**config.mk**
```make
export PLATFORM = sky130hd
export DESIGN_NAME = ssd1306_spi_sink
export DESIGN_NICKNAME = d
export VERILOG_FILES = /design/src/rtl/ssd1306_spi_sink.sv
export SDC_FILE = /design/constraint.sdc
export NUM_CORES = 1
export LEC_CHECK = 0
export CAP_MARGIN = 20
export CORE_MARGIN = 3
export CORE_UTILIZATION = 40
export DETAILED_ROUTE_END_ITERATION = 8
export GPL_ROUTABILITY_DRIVEN = 0
export GPL_TIMING_DRIVEN = 0
export PLACE_DENSITY_LB_ADDON = 0.05
export SLEW_MARGIN = 40
export SYNTH_ARGS = -nofsm -noshare
export SYNTH_HDL_FRONTEND = slang
export SYNTH_SLANG_ARGS = --single-unit
```
**constraint.sdc**
```tcl
create_clock -name clk_i -period 1.9 [get_ports clk_i]
set_input_delay 0.38 -clock clk_i [delete_from_list [all_inputs] [get_ports clk_i]]
set_output_delay 0.38 -clock clk_i [all_outputs]
set_load 0.005 [all_outputs]
```
**src/rtl/ssd1306_spi_sink.sv**
```systemverilog
// SPI-slave sink modelling the SSD1306 write path: deserializes bytes, decodes the
// command subset used by the firmware and emits framebuffer writes for data bytes.
module ssd1306_spi_sink #(
  parameter int COLS        = 128,
  parameter int PAGES       = 8,
  parameter int FB_ADDR_LEN = 10
) (
  input  logic                   clk_i,
  input  logic                   rst_n_i,
  input  logic                   sck_i,
  input  logic                   mosi_i,
  input  logic                   cs_n_i,
  input  logic                   dc_i,
  output logic                   fb_we_o,
  output logic [FB_ADDR_LEN-1:0] fb_addr_o,
  output logic [7:0]             fb_wdata_o,
  output logic                   display_on_o,
  output logic                   invert_o,
  output logic [7:0]             contrast_o
);

  // state  | meaning
  // S_CMD  | waiting for an opcode
  // S_ARG1 | opcode held, waiting for first argument
  // S_ARG2 | 0x21/0x22 held with first argument, waiting for second
  typedef enum logic [1:0] {S_CMD, S_ARG1, S_ARG2} state_t;

  localparam int CW = $clog2(COLS);
  localparam int PW = $clog2(PAGES);

  localparam logic [1:0] MODE_H = 2'd0;
  localparam logic [1:0] MODE_V = 2'd1;
  localparam logic [1:0] MODE_P = 2'd2;

  logic [1:0] sck_sync_q, mosi_sync_q, cs_sync_q, dc_sync_q;
  logic       sck_d_q;
  logic       sck_rise;

  logic [2:0] bitcnt_q;
  logic [6:0] sr_q;
  logic [7:0] byte_q;
  logic       bdc_q;
  logic       byte_vld_q;

  state_t     state_q, state_d;
  logic [7:0] op_q, op_d;
  logic [CW-1:0] arg1_q, arg1_d;
  logic [1:0] mode_q, mode_d;
  logic [CW-1:0] col_q, col_d, col_start_q, col_start_d, col_end_q, col_end_d;
  logic [PW-1:0] page_q, page_d, page_start_q, page_start_d, page_end_q, page_end_d;
  logic       disp_q, disp_d, inv_q, inv_d;
  logic [7:0] contrast_q, contrast_d;
  logic       fb_we_q, fb_we_d;
  logic [FB_ADDR_LEN-1:0] fb_addr_q, fb_addr_d;
  logic [7:0] fb_wdata_q, fb_wdata_d;

  logic          col_at_end, page_at_end;
  logic [CW-1:0] col_next;
  logic [PW-1:0] page_next;

  // All four inputs share the same synchronizer depth so dc/mosi stay aligned with sck.
  always_ff @(posedge clk_i or negedge rst_n_i) begin
    if (!rst_n_i) begin
      sck_sync_q  <= '0;
      mosi_sync_q <= '0;
      cs_sync_q   <= 2'b11;
      dc_sync_q   <= '0;
      sck_d_q     <= 1'b0;
    end else begin
      sck_sync_q  <= {sck_sync_q[0], sck_i};
      mosi_sync_q <= {mosi_sync_q[0], mosi_i};
      cs_sync_q   <= {cs_sync_q[0], cs_n_i};
      dc_sync_q   <= {dc_sync_q[0], dc_i};
      sck_d_q     <= sck_sync_q[1];
    end
  end

  assign sck_rise = sck_sync_q[1] & ~sck_d_q;

  always_ff @(posedge clk_i or negedge rst_n_i) begin
    if (!rst_n_i) begin
      bitcnt_q   <= '0;
      sr_q       <= '0;
      byte_q     <= '0;
      bdc_q      <= 1'b0;
      byte_vld_q <= 1'b0;
    end else begin
      byte_vld_q <= 1'b0;
      if (cs_sync_q[1]) begin
        bitcnt_q <= '0;
      end else if (sck_rise) begin
        sr_q     <= {sr_q[5:0], mosi_sync_q[1]};
        bitcnt_q <= bitcnt_q + 3'd1;
        if (bitcnt_q == 3'd7) begin
          byte_q     <= {sr_q, mosi_sync_q[1]};
          bdc_q      <= dc_sync_q[1];
          byte_vld_q <= 1'b1;
        end
      end
    end
  end

  always_ff @(posedge clk_i or negedge rst_n_i) begin
    if (!rst_n_i) state_q <= S_CMD;
    else          state_q <= state_d;
  end

  always_comb begin
    state_d = state_q;
    if (byte_vld_q) begin
      if (bdc_q) begin
        state_d = S_CMD;
      end else begin
        case (state_q)
          S_CMD:   if (byte_q inside {8'h20, 8'h81, 8'h21, 8'h22, 8'h8D, 8'hA8,
                                      8'hD3, 8'hD5, 8'hD9, 8'hDA, 8'hDB})
                     state_d = S_ARG1;
          S_ARG1:  state_d = (op_q == 8'h21 || op_q == 8'h22) ? S_ARG2 : S_CMD;
          default: state_d = S_CMD;
        endcase
      end
    end
  end

  // Pointers only ever compare equal against the end value, so start > end wraps by field width.
  assign col_at_end  = (col_q == col_end_q);
  assign page_at_end = (page_q == page_end_q);
  assign col_next    = col_at_end  ? col_start_q  : col_q + 1'b1;
  assign page_next   = page_at_end ? page_start_q : page_q + 1'b1;

  always_comb begin
    op_d         = op_q;
    arg1_d       = arg1_q;
    mode_d       = mode_q;
    col_d        = col_q;
    page_d       = page_q;
    col_start_d  = col_start_q;
    col_end_d    = col_end_q;
    page_start_d = page_start_q;
    page_end_d   = page_end_q;
    disp_d       = disp_q;
    inv_d        = inv_q;
    contrast_d   = contrast_q;
    fb_we_d      = 1'b0;
    fb_addr_d    = fb_addr_q;
    fb_wdata_d   = fb_wdata_q;
    if (byte_vld_q) begin
      if (bdc_q) begin
        fb_we_d    = 1'b1;
        fb_addr_d  = {page_q, col_q};
        fb_wdata_d = byte_q;
        case (mode_q)
          MODE_H: begin
            col_d = col_next;
            if (col_at_end) page_d = page_next;
          end
          MODE_V: begin
            page_d = page_next;
            if (page_at_end) col_d = col_next;
          end
          default: col_d = col_next;
        endcase
      end else begin
        case (state_q)
          S_CMD: begin
            op_d = byte_q;
            if (byte_q == 8'hAE) disp_d = 1'b0;
            if (byte_q == 8'hAF) disp_d = 1'b1;
            if (byte_q == 8'hA6) inv_d = 1'b0;
            if (byte_q == 8'hA7) inv_d = 1'b1;
            if (byte_q[7:3] == 5'b10110) page_d = byte_q[PW-1:0];
            if (byte_q[7:4] == 4'h0) col_d = {col_q[CW-1:4], byte_q[3:0]};
            if (byte_q[7:3] == 5'b00010) col_d = {byte_q[2:0], col_q[3:0]};
          end
          S_ARG1: begin
            case (op_q)
              8'h20:   mode_d = (byte_q[1:0] == 2'd3) ? MODE_P : byte_q[1:0];
              8'h81:   contrast_d = byte_q;
              default: arg1_d = byte_q[CW-1:0];
            endcase
          end
          default: begin
            if (op_q == 8'h21) begin
              col_start_d = arg1_q;
              col_end_d   = byte_q[CW-1:0];
              col_d       = arg1_q;
            end else if (op_q == 8'h22) begin
              page_start_d = arg1_q[PW-1:0];
              page_end_d   = byte_q[PW-1:0];
              page_d       = arg1_q[PW-1:0];
            end
          end
        endcase
      end
    end
  end

  always_ff @(posedge clk_i or negedge rst_n_i) begin
    if (!rst_n_i) begin
      op_q         <= '0;
      arg1_q       <= '0;
      mode_q       <= MODE_P;
      col_q        <= '0;
      page_q       <= '0;
      col_start_q  <= '0;
      col_end_q    <= CW'(COLS - 1);
      page_start_q <= '0;
      page_end_q   <= PW'(PAGES - 1);
      disp_q       <= 1'b0;
      inv_q        <= 1'b0;
      contrast_q   <= 8'h7F;
      fb_we_q      <= 1'b0;
      fb_addr_q    <= '0;
      fb_wdata_q   <= '0;
    end else begin
      op_q         <= op_d;
      arg1_q       <= arg1_d;
      mode_q       <= mode_d;
      col_q        <= col_d;
      page_q       <= page_d;
      col_start_q  <= col_start_d;
      col_end_q    <= col_end_d;
      page_start_q <= page_start_d;
      page_end_q   <= page_end_d;
      disp_q       <= disp_d;
      inv_q        <= inv_d;
      contrast_q   <= contrast_d;
      fb_we_q      <= fb_we_d;
      fb_addr_q    <= fb_addr_d;
      fb_wdata_q   <= fb_wdata_d;
    end
  end

  assign fb_we_o      = fb_we_q;
  assign fb_addr_o    = fb_addr_q;
  assign fb_wdata_o   = fb_wdata_q;
  assign display_on_o = disp_q;
  assign invert_o     = inv_q;
  assign contrast_o   = contrast_q;

endmodule

```
# After elaboration in Yosys (flattened, before gate mapping)
# Index checks and enable logic that the tools add are counted.
# word_totals
reg_bits	107
output_inout_bits	29
elab_cells	133
# op_classes
add_sub_neg	3
n_eq_ne	37
muxes	32
bitwise_logic	7
reduce_logical	27
# op_table
op	count
$eq 8x8->1 const B	13
$eq 8x6->1 const B	6
$mux 7	6
$mux 3	8
$reduce_and 4->1	6
$ne 3x3->1 const B	7
$pmux 7 s2	1
$pmux 3 s2	2
$reduce_bool 11->1	1
$reduce_and 5->1	2
$mux 1	9
$mux 2	4
$add 7x1->7 const B	1
$eq 7x7->1	1
$reduce_and 7->1	1
$add 3x1->3 const B	2
$not 1->1	6
$reduce_and 2->1	3
$reduce_and 3->1	2
$reduce_and 6->1	1
$reduce_bool 2->1	3
$reduce_bool 3->1	2
$eq 5x2->1 const B	1
$eq 5x5->1 const B	1
14 further kinds	17

# Depth between registers and ports, before layout
# Gate-level depths: netlist of the first run.
# logic_depth
word_depth	5
mapped_depth	7
ltp_nobuf	6

# Worst setup path before layout of the first run
# Ideal clock, no wire load.
# synth_timing
path_type	register to register
start	register op_q[1]
end	register col_q[6]
setup_ps	125
arrival_time_ps	1904
setup_slack_ps	-129
path_stages_with_launch	6
path_buffers	0
synth_period_minus_slack_ps	2029
path_cell_list	dfrtp_1 > nor4b_4 > a311oi_1 > or3_4 > a31oi_4 > mux2_2
# synth_between
elab_chain_len	3
# synth_rtl
element	line_no	source
start: declaration	46	logic [7:0] op_q, op_d;
start signal: assignment	216	op_q <= op_d;
$eq 8x6->1	183	if (op_q == 8'h21) begin
$reduce_bool 3->1 (no line)	--	
$reduce_and 5->1 (no line)	--	
end signal: assignment	219	col_q <= col_d;
end: declaration	49	logic [CW-1:0] col_q, col_d, col_start_q, col_start_d, col_end_q, col_end_d;
# Every way passes these cells.
# A chain may end at the register's enable or synchronous reset.

# Worst setup path in the final report of the first run
# layout_timing
start	register op_q[4]
end	register col_q[6]
# Same word-level chain as after synthesis.

==> impl_metrics.json, run 1 <==
{
  "firstDrtPassIters": 4,
  "p_clk_share_pct": 42.6,
  "synth.area.top_cells": "dfrtp_1 (44%), mux2_2 (14%), dfstp_2 (11%), nand2_1 (4.1%), mux2_1 (2.3%)",
  "dp_cells": 585,
  "synth_nets": 417,
  "n_antenna_cell": 0,
  "fin_crit_sh_pct": 108,
  "p_sw_mw": 0.967,
  "cts.clk_slew.worst_paths_ns": 0.07,
  "drc": 0,
  "synth_top_area_share_pct": 44.5,
  "coreArea_um2": 11700,
  "post-place-ws_ns": -0.355,
  "hp-class": "flop to flop",
  "power.internal_mw": 3.46,
  "timing.rr.end": "col_q[6]",
  "grt_pass1_wl_um": 18900,
  "overflow": 0,
  "io_buffers": 34,
  "synth.most_common_cell": "dfrtp_1",
  "power_density_nw_per_um2": 737,
  "dp_hpwl_um": 7540,
  "required_ns": 2.14,
  "ys_ff_latch": 107,
  "crit_fanout": 3,
  "pwr-share-comb_pct": 3.1,
  "syn_to_final_growth_pct": 22.6,
  "ant_nets": 0,
  "synth_edf_count": 0,
  "final.setup_skew_ns": 0.0126,
  "status": "complete, but fails checks",
  "cpPeakStageDelay_ns": 0.42,
  "postSynthCellCount": 407,
  "r2r-start": "op_q[4]",
  "slew_headroom_pct": 55.7,
  "netlist_top_cells_count": "dfrtp_1 (87), mux2_2 (60), nand2_1 (54), clkbuf_1 (20), dfstp_2 (20)",
  "row_count": 39,
  "hold_depth": 0,
  "slowest_stage": "dfrtp_1",
  "via_per_inst": 5.47,
  "post_drt_wl_per_cell_um": 18.7,
  "final_layout_size_suffix_gt1_share_pct": 31.3,
  "hold_violations": 0,
  "violations": "setup timing",
  "path_class": "flop to flop",
  "grt_usage_pct": 18.4,
  "r2r_slack_ns": -0.16,
  "whs_endpoint": "dc_sync_q[1]",
  "cts.path.max_buffers": 2,
  "slew_viol_final": 0,
  "nNetsFinal": 472,
  "ys_seq_area_share_pct": 55.2,
  "drtIter0Drc": 225,
  "cts_tree": "yes",
  "tightest_slew_ns": 0.664,
  "cellLeakagePower_nw": 2.66,
  "worstHoldStart": "dc_sync_q[0]",
  "io_pins": 35,
  "dieArea_um2": 13600,
  "routed_wl_um": 11400,
  "synthArstFlopShare_pct": 100,
  "antenna_found_initial": 0,
  "reg2reg_depth": 5,
  "p_total_mw": 4.42,
  "cts_root_buf": "clkbuf_16",
  "cts.htree.levels": 3,
  "cts.sinks": 107,
  "end_kind": "flop",
  "crit_chain": "nor4b_4, a311oi_2, or3_4, a31oi_4, mux2_4",
  "clock_latency_ns": 0.36,
  "synthFlopType": "dfrtp_1",
  "chipHeight_um": 117,
  "max_freq_mhz": 486,
  "initial_utilization_pct": 41.8,
  "critPathLaunchType": "flop",
  "synth_area_um2": 4900,
  "place_area_um2": 5460,
  "die_width_um": 117,
  "fin_area_um2": 6000,
  "min_period_ns": 2.06,
  "final_cell_count_no_fill": 610,
  "critPathArrivalTime_ns": 2.29,
  "vias": 3335,
  "grt_pass1_vias": 3380,
  "synthDistinctLibCells": 59,
  "syn_avg_cell_area_um2": 12.0,
  "finalWorstSetupSlack_ns": -0.156,
  "seq_power_share_pct": 54.2,
  "drv_cap": 0,
  "cts_made_buffers": 9,
  "ir_drop_v": 0.000669,
  "yosysTopAreaCell": "dfrtp_1",
  "netSwitchingFraction_pct": 21.8,
  "grt_max_degree": 59,
  "ys_warn_count": 0,
  "grt_setup_unrepaired": "true",
  "finalSetupViolCount": 9
}
-- what timing repair did --
item	CTS	global route
setup buffers	10	4
hold buffers	1	0
pin swaps	11	7
endpoints found under the hold margin	45	0
endpoints found under the setup margin	60	43
resized for setup	25	17
-- worst max path at each step --
stage	from	endpoint	slack, ns	cells after the start
global placement	rst_n_i	contrast_o[7]	-3.68	1
detailed placement	state_q[1]	invert_o	-0.36	5
global route	op_q[4]	col_q[5]	-0.25	5
floorplan	op_q[2]	col_q[6]	-0.08	5
finish	op_q[4]	col_q[6]	-0.16	5
CTS	op_q[7]	col_q[5]	-0.17	5
-- worst max-delay path: cells and delay by family (launching register included) --
| kind | cells | cell delay, ns |
|---|---|---|
| compound gates | 2 | 0.40 |
| flops | 1 | 0.42 |
| mux | 1 | 0.32 |
| simple gates | 2 | 0.81 |
-- through the flow --
step | utilization, % | hold WS, ns | TNS (ns)
global route | 51.3 | 0.362 | -2.36
CTS | 50.5 | 0.354 | -0.879
global placement | 46.4 | 0.335 | -375.10
floorplan | - | 0.0844 | -0.149
detailed placement | 46.7 | 0.318 | -8.83
finish | 51.3 | 0.351 | -0.582
-- per-layer routing --
metal	vias to the layer above	GRT usage [%]	wire [um]
met4	0	6.42	218
met5	-	0	0
met3	12	4.35	317
met1	1701	25.0	5500
met2	50	29.1	5350
li1	1572	-	-
-- layout by cell type (no fill, tap or decap), types with 5 or more instances in the layout --
cell,instances
nand3_1,8
xor2_1,5
a21oi_1,9
mux2_2,57
clkbuf_16,9
mux2_1,8
xnor2_1,11
mux2_4,5
nand2_1,52
dfrtp_1,86
dfstp_2,20
o21ai_0,12
mux2i_1,8
buf_4,15
nor2_1,6
clkdlybuf4s50_1,33
clkbuf_1,11
nand4_1,5
nor3_1,6
inv_1,8
-- cell families (layout without fill, tap and decap cells) --
group	after synthesis	in the layout	share of synthesized area (%)
adder cells (fa/ha/maj)	4	4	1.02
XOR/XNOR	16	16	2.86
AND/OR/NAND/NOR	116	116	12.6
buffers and inverters	31	91	2.43
multiplexers	78	78	17.7
flip-flops	107	107	55.2
AO/OA/AOI/OAI	55	55	8.18
-- state kept, by name, summed over array words and instances, names as in the netlist, 3 cells and up --
signal and count:
col_q 7, page_end_q 3, page_start_q 3, op_q 8, bitcnt_q 3, fb_addr_o 10, contrast_o 8, arg1_q 7
fb_wdata_o 8, page_q 3, sr_q 7, col_start_q 7, byte_q 8, col_end_q 7
-- power groups by stage --
stage	Combinational, mW	Sequential [mW]	Clock, mW
finish	0.139	2.40	1.89
global route	0.162	2.41	2.04
CTS	0.143	2.40	1.96
detailed placement	0.140	2.44	0
global placement	0.125	2.44	0
floorplan	0.0656	2.42	0
-- layout make-up --
| cell class | count | area [um^2] |
|---|---|---|
| multi-input cells | 269 | 2230 |
| fillers | 1074 | 5710 |
| repair buffers | 49 | 480 |
| well taps | 143 | 179 |
| inverters | 8 | 30.0 |
| plain buffers | 18 | 85.1 |
| clock inverters | 5 | 61.3 |
| flip-flops and latches | 107 | 2700 |
| clock buffers | 11 | 233 |
(Power assumes the default switching activity.)
==> run 2, diff against run 1 <==
--- a/config.mk
+++ b/config.mk
@@ -12,6 +12,7 @@
 export GPL_ROUTABILITY_DRIVEN = 0
 export GPL_TIMING_DRIVEN = 0
 export PLACE_DENSITY_LB_ADDON = 0.05
+export RECOVER_POWER = 25
 export SLEW_MARGIN = 40
 export SYNTH_ARGS = -nofsm -noshare
 export SYNTH_HDL_FRONTEND = slang
==> impl_metrics.json, run 2 (synthesis gave the netlist of run 1 again) <==
{
  "status": "complete, but fails checks",
  "violations": "setup timing",
  "final_cell_count_no_fill": 610,
  "min_period_ns": 2.06,
  "drc": 0,
  "p_clk_share_pct": 42.7,
  "cts.path.max_buffers": 2,
  "dp_hpwl_um": 7540,
  "cts_tree": "yes",
  "slowest_stage": "dfrtp_1",
  "post_drt_wl_per_cell_um": 18.7,
  "largest_reg_flops": 10,
  "path_class": "flop to flop",
  "overflow": 0,
  "vias": 3335,
  "final_common_cell": "dfrtp_1",
  "fin_crit_sh_pct": 108,
  "layout_common_cells": "dfrtp_1 (86), mux2_2 (57), nand2_1 (52)",
  "crit_fanout": 3,
  "final_util_pct": 51.2,
  "grt_setup_unrepaired": "true",
  "max_freq_mhz": 486,
  "cellLeakagePower_nw": 2.65,
  "slew_viol_final": 0,
  "finalWorstSetupSlack_ns": -0.156,
  "chipHeight_um": 117,
  "p_total_mw": 4.42,
  "critPathArrivalTime_ns": 2.29,
  "grt_max_degree": 59,
  "p_sw_mw": 0.966,
  "finalSetupViolCount": 9,
  "hp-class": "flop to flop",
  "syn_to_final_growth_pct": 22.4,
  "drv_cap": 0,
  "required_ns": 2.14,
  "initial_utilization_pct": 41.8,
  "netSwitchingFraction_pct": 21.9,
  "slew_headroom_pct": 20.1,
  "post-place-ws_ns": -0.355,
  "end_kind": "flop",
  "cts.htree.levels": 3,
  "power_density_nw_per_um2": 737,
  "fin_hold_ws_ns": 0.351,
  "crit_chain": "nor4b_4, a311oi_2, or3_4, a31oi_4, mux2_4",
  "fin_area_um2": 5990,
  "grt_pass1_vias": 3380,
  "dieArea_um2": 13600,
  "power.internal_mw": 3.45,
  "die_width_um": 117,
  "cts_root_buf": "clkbuf_16",
  "n_antenna_cell": 0,
  "critPathBufInv": 0,
  "hold_violations": 0,
  "grt_pass1_wl_um": 18900,
  "critPathLaunchType": "flop",
  "cts_made_buffers": 9,
  "tns_ns": -0.582,
  "firstDrtPassIters": 4,
  "crit_family": "simple AND/OR/NAND/NOR gates",
  "drtIter0Drc": 225,
  "ir_drop_v": 0.000669,
  "dp_cells": 585,
  "place_area_um2": 5460,
  "coreArea_um2": 11700,
  "io_buffers": 34,
  "grt_usage_pct": 18.4,
  "nNetsFinal": 472,
  "tightest_slew_ns": 1.20,
  "cts.clk_slew.worst_paths_ns": 0.07,
  "ant_nets": 0,
  "via_per_inst": 5.47,
  "cpPeakStageDelay_ns": 0.42,
  "cts.sinks": 107,
  "pwr-share-comb_pct": 3.1,
  "seq_power_share_pct": 54.3,
  "io_pins": 35,
  "final_layout_size_suffix_gt1_share_pct": 31.3,
  "final.setup_skew_ns": 0.0126,
  "clock_latency_ns": 0.36,
  "antenna_found_initial": 0,
  "routed_wl_um": 11400,
  "row_count": 39
}
[run 2: cell count changes in the layout (fill, tap and decap cells not counted), sizes merged]
cell           before  now
clkdlybuf4s50      33   29
dlygate4sd3         1    5
[run 2: final cells by class]
class / instances / area (um^2)
timing repair buffer: 49 / 470
clock inverter: 5 / 61.3
sequential: 107 / 2700
fill: 1075 / 5720
inverter: 8 / 30.0
buffer: 18 / 85.1
multi-input combinational: 269 / 2230
clock buffer: 11 / 233
tap: 143 / 179
[run 2: worst paths after layout]
check | start | cells after the start | slack, ns | end
max | op_q[4] | 5 | -0.16 | col_q[6]
min | dc_sync_q[0] | 0 | 0.35 | dc_sync_q[1]
max reg2reg | op_q[4] | 5 | -0.16 | col_q[6]
min reg2reg | dc_sync_q[0] | 0 | 0.35 | dc_sync_q[1]
max in group asynchronous | rst_n_i | 3 | 0.19 | contrast_o[0]
min in group asynchronous | rst_n_i | 2 | 0.81 | fb_addr_o[1]
[run 2: power by group through the flow]
stage / Clock (mW) / Combinational, mW / Sequential [mW]
6_report: 1.89 / 0.135 / 2.40
5_1_grt: 2.04 / 0.158 / 2.41
4_1_cts: 1.96 / 0.143 / 2.40
3_5_place_dp: 0 / 0.140 / 2.44
3_3_place_gp: 0 / 0.125 / 2.44
2_1_floorplan: 0 / 0.0656 / 2.42
[run 2: metal layers]
layer	routed length, um	vias to the layer above	global-route usage [%]	part of all wire [%]
met5	0	-	0	0
met4	218	0	6.42	1.9
met3	317	12	4.35	2.8
met2	5350	50	29.1	47
met1	5490	1701	25.0	48
li1	-	1572	-	-
[run 2: repair_timing]
item	CTS	global route
setup buffers	10	4
endpoints found under the hold margin	45	0
setup endpoints to repair	60	43
resized for setup	25	17
hold buffers	1	0
pin swaps	11	7
